[config.mk]
export PLATFORM = sky130hd
export DESIGN_NAME = button_event_decoder
export DESIGN_NICKNAME = d
export VERILOG_FILES = /design/src/rtl/button_event_decoder.sv
export SDC_FILE = /design/constraint.sdc
export NUM_CORES = 1
export LEC_CHECK = 0
export ABC_AREA = 1
export BUFFER_PORTS_ARGS = -buffer_cell sky130_fd_sc_hd__buf_2
export CAP_MARGIN = 25
export CELL_PAD_IN_SITES_DETAIL_PLACEMENT = 0
export CELL_PAD_IN_SITES_GLOBAL_PLACEMENT = 1
export CORE_UTILIZATION = 44
export DETAILED_ROUTE_END_ITERATION = 16
export PLACE_DENSITY_LB_ADDON = 0.1
export SLEW_MARGIN = 20
export SYNTH_ARGS = -nofsm -noshare
export SYNTH_HDL_FRONTEND = slang
export SYNTH_SLANG_ARGS = --single-unit
export TNS_END_PERCENT = 1
[constraint.sdc]
create_clock -name clk -period 3.6 [get_ports clk]
set_clock_uncertainty 0.15 [all_clocks]
set_input_delay 0.18 -clock clk [delete_from_list [all_inputs] [get_ports clk]]
set_output_delay 0.18 -clock clk [all_outputs]
set_load 0.05 [all_outputs]
[src/rtl/button_event_decoder.sv]
// button_event_decoder: turns a debounced button level into press/release/click/double/long event pulses.
// Optional macro AUTO_REPEAT_EN adds a periodic o_repeat pulse train while the button is held past long.
`default_nettype none

module button_event_decoder #(
    parameter int LONG_TICKS   = 100,
    parameter int GAP_TICKS    = 25,
    parameter int REPEAT_TICKS = 20
) (
    input  logic clk,
    input  logic rst,
    input  logic i_level,
    input  logic i_tick10ms,
    output logic o_press,
    output logic o_release,
    output logic o_click,
    output logic o_double,
    output logic o_long,
    output logic o_repeat
);

    localparam int MAX_LG  = (LONG_TICKS > GAP_TICKS) ? LONG_TICKS : GAP_TICKS;
    localparam int MAX_T   = (MAX_LG > REPEAT_TICKS) ? MAX_LG : REPEAT_TICKS;
    localparam int CNT_W   = $clog2(MAX_T + 1);

    typedef enum logic [2:0] {
        IDLE   = 3'd0,
        PRESS1 = 3'd1,
        GAP    = 3'd2,
        PRESS2 = 3'd3,
        LONG   = 3'd4
    } state_t;

    state_t             state, state_d;
    logic [CNT_W-1:0]   cnt, cnt_d, cnt_inc;
    logic               level_q;
    logic               rise, fall, tick_ok;
    logic               click_d, double_d, long_d;

    assign rise    = i_level & ~level_q;
    assign fall    = ~i_level & level_q;
    // An edge in the same cycle as a tick takes priority; the tick is dropped.
    assign tick_ok = i_tick10ms & ~rise & ~fall;
    assign cnt_inc = cnt + CNT_W'(1);

`ifdef AUTO_REPEAT_EN
    logic repeat_d;
    logic repeat_q;
    assign o_repeat = repeat_q;
`else
    assign o_repeat = 1'b0;
`endif

    always_comb begin
        state_d  = state;
        cnt_d    = cnt;
        click_d  = 1'b0;
        double_d = 1'b0;
        long_d   = 1'b0;
`ifdef AUTO_REPEAT_EN
        repeat_d = 1'b0;
`endif
        if (tick_ok && state != IDLE) begin
            cnt_d = cnt_inc;
        end
        case (state)
            IDLE: begin
                if (rise) state_d = PRESS1;
            end
            PRESS1: begin
                if (fall) begin
                    state_d = GAP;
                end else if (tick_ok && cnt_inc == CNT_W'(LONG_TICKS)) begin
                    long_d  = 1'b1;
                    state_d = LONG;
                end
            end
            GAP: begin
                if (rise) begin
                    state_d = PRESS2;
                end else if (tick_ok && cnt_inc == CNT_W'(GAP_TICKS)) begin
                    click_d = 1'b1;
                    state_d = IDLE;
                end
            end
            PRESS2: begin
                if (fall) begin
                    double_d = 1'b1;
                    state_d  = IDLE;
                end else if (tick_ok && cnt_inc == CNT_W'(LONG_TICKS)) begin
                    long_d  = 1'b1;
                    state_d = LONG;
                end
            end
            LONG: begin
                if (fall) begin
                    state_d = IDLE;
`ifdef AUTO_REPEAT_EN
                end else if (tick_ok && cnt_inc == CNT_W'(REPEAT_TICKS)) begin
                    repeat_d = 1'b1;
                    cnt_d    = '0;
                end
`else
                end else begin
                    cnt_d = cnt;
                end
`endif
            end
            default: state_d = IDLE;
        endcase
        if (state_d != state) begin
            cnt_d = '0;
        end
    end

    always_ff @(posedge clk or negedge rst) begin
        if (!rst) begin
            state     <= IDLE;
            cnt       <= '0;
            level_q   <= 1'b0;
            o_press   <= 1'b0;
            o_release <= 1'b0;
            o_click   <= 1'b0;
            o_double  <= 1'b0;
            o_long    <= 1'b0;
        end else begin
            state     <= state_d;
            cnt       <= cnt_d;
            level_q   <= i_level;
            o_press   <= rise;
            o_release <= fall;
            o_click   <= click_d;
            o_double  <= double_d;
            o_long    <= long_d;
        end
    end

`ifdef AUTO_REPEAT_EN
    always_ff @(posedge clk or negedge rst) begin
        if (!rst) begin
            repeat_q <= 1'b0;
        end else begin
            repeat_q <= repeat_d;
        end
    end
`endif

endmodule

`default_nettype wire

==> run_results.csv <==
group,metric,value,unit
run_status,status,"complete, no violations",
placed_design,gp_congestion,0.827,
worst_setup_path,cp_cell_sequence,"dlygate4sd3_1 -> buf_2 -> inv_1 -> nand2_1 -> nand3_1 -> nor2_1 -> nor2_1 -> a21oi_1 -> nor2_1",
clock_tree,postCtsSetupBuffers,0,
final_layout,fin_cells,171,
worst_setup_path,regToRegSetupSlack,1.66,ns
logic_synthesis,synth_area,953,sq um
routing,postRouteAntennaNets,0,
final_layout,mostFrequentLayoutCell,"nand2_1",
placed_design,post-place-cells,166,
clock_tree,clock_path_buffers,2,
routing,route.detailed.drc,0,
global_routing,antenna_found_initial,0,
die,initial_core_util,0.476,
die,rows,16,
worst_setup_path,cp_slowest_cell,"nor2_1",
routing,drt-total-wl,1790,microns
clock_tree,cts_max_level,1,
routing,wl_per_cell,10.5,microns
final_layout,fillCellCount,190,
die,core_area,2000,sq um
logic_synthesis,seq_area_frac_synth,0.420,
placed_design,detailedPlace.worstSlack,1.67,ns
clock_tree,clkLatencyLatePin,0.29,ns
timing,finalSetupViolCount,0,
final_layout,layout.nets,153,
worst_setup_path,worst_path_largest_cell_delay,0.61,ns
worst_setup_path,worst-path-buf-inv,3,
clock_tree,postCtsHoldBufs,2,
global_routing,overflow,0,
power,ir_drop,0.304,mV
global_routing,grt_max_degree,17,
logic_synthesis,synth_cells,133,
worst_setup_path,cp.arrival,2.04,ns
timing,fin_tns_setup,0,ns
timing,period_minus_slack,2.00,ns
global_routing,grt_pass1_vias,768,
die,io_pins,10,
timing,setup_ws,1.60,ns
logic_synthesis,syn_area_per_cell,7.17,sq um
final_layout,num_antenna_cells,0,
power,power_density,424,nW/um^2
placed_design,io_buffers,8,
routing,dr.pass1.iters,4,
timing,fmax,500,MHz
timing,relSlewSlack,0.494,
clock_tree,clk_pin_slew,0.09,ns
clock_tree,cts_resized,0,
routing,drtIter0Drc,16,
timing,post-route-period-util,0.556,
timing,rsz0062_at_grt,"no",
clock_tree,cts_made_buffers,3,
global_routing,grt_usage,0.179,
die,die_h,48.6,microns
clock_tree,tritoncts,"yes",
worst_setup_path,crit_type,"in2reg",
final_layout,drive_gt1_frac,0.153,
worst_setup_path,critPathMaxFanout,13,
worst_setup_path,path_common_cell,"nor2_1",
worst_setup_path,crit_family,"simple AND/OR/NAND/NOR gates",
logic_synthesis,synth_cell_types,23,
clock_tree,clock-root-buffer,"clkbuf_4",
final_layout,final_cell_mix,"37 x nand2_1, 20 x inv_1, 19 x nor2_1",
global_routing,grt_pass1_wl,3240,microns
logic_synthesis,synth_nets,140,
final_layout,area_delta_synth_final,11.0,%
placed_design,detailed_place_hpwl,1420,microns
routing,num_vias,805,
logic_synthesis,yosys_warnings,0,
power,leakage,0.547,nW
clock_tree,clock-sinks,16,
worst_setup_path,start_kind,"input port",
run,maxCapViolations,0,
logic_synthesis,synth-seq-cells,16,
routing,viasPerCell,4.71,
timing,slew_violations,0,
timing,worst_pin_slew,0.756,ns
worst_setup_path,required,3.64,ns
min_path,hp-class,"in2async",
timing,finalHoldViolCount,0,
die,dieArea,2360,sq um
worst_setup_path,setup.worst_path.end_class,"register",
die,die_x,48.6,microns
[final timing paths]
kind,start,end,cells past startpoint
worst max-delay path,i_level,cnt[3]$_DFFE_PN0P_,9
worst min-delay path,rst,o_click$_DFF_PN0_,2
worst max register to register,cnt[0]$_DFFE_PN0P_,cnt[4]$_DFFE_PN0P_,11
worst min register to register,state[2]$_DFF_PN0_,o_click$_DFF_PN0_,1
max in group asynchronous,rst,cnt[1]$_DFFE_PN0P_,2
min in group clk,i_tick10ms,o_long$_DFF_PN0_,7
[logic make-up after synthesis]
group	synth area share
and+or+nand+nor	0.361
buffers and inverters	0.0945
DFF	0.420
AOI/OAI and AO/OA	0.0722
adders and majority gates	0.0394
xor gates and xnor gates	0.00919
other	0.00393
[sequential cells by signal (all words and copies together) (netlist names)]
signal     cells
o_release      1
o_double       1
cnt            7
level_q        1
o_click        1
state          3
o_long         1
o_press        1
[Yosys cell counts, drive strengths merged]
master  instances  share of area
xor2            1         0.0092
nand2          39           0.16
o211ai          1         0.0079
nand3           8          0.058
dfrtp          16           0.42
buf             1         0.0079
nor4            1         0.0066
nor2           24           0.11
ha              3          0.039
conb            1         0.0039
o21bai          1         0.0079
a21oi           4          0.021
inv            20          0.079
nand4           1         0.0066
nand3b          1         0.0079
nor3            3          0.016
clkinv          1         0.0039
clkbuf          1         0.0039
o21ai           6          0.035
[through the flow]
step                      hold WS (ns)  area [sq um]  utilization  total power [mW]
after floorplan                 -0.266           953            -             0.328
after global placement         -0.0362          1020        0.508             0.359
after detailed placement       -0.0419          1020        0.508             0.359
after CTS                        0.178          1060        0.529             0.455
after global routing             0.193          1060        0.529             0.486
final                            0.166          1060        0.529             0.449
[power breakdown]
part	switching (mW)	internal, mW
sequential	0.0228	0.201
combinational	0.0876	0.0436
clock	0.0549	0.0389
total	0.165	0.283
[area by class of cell]
type / instances / area, sq um / share of cell area
multi-input cells: 94 / 463 / 0.437
flip-flops and latches: 16 / 400 / 0.378
inverters: 21 / 78.8 / 0.0745
repair buffers: 10 / 60.1 / 0.0567
well taps: 27 / 33.8 / 0.0319
clock buffers: 3 / 22.5 / 0.0213
[metal layers]
metal | track usage | routed length, microns | vias to the layer above
met5 | 0 | 0 | -
li1 | - | - | 431
met1 | 0.245 | 927 | 351
met4 | 0.0441 | 20 | 0
met2 | 0.284 | 761 | 18
met3 | 0.0472 | 77 | 5
Power figures use the tool's default switching activity.
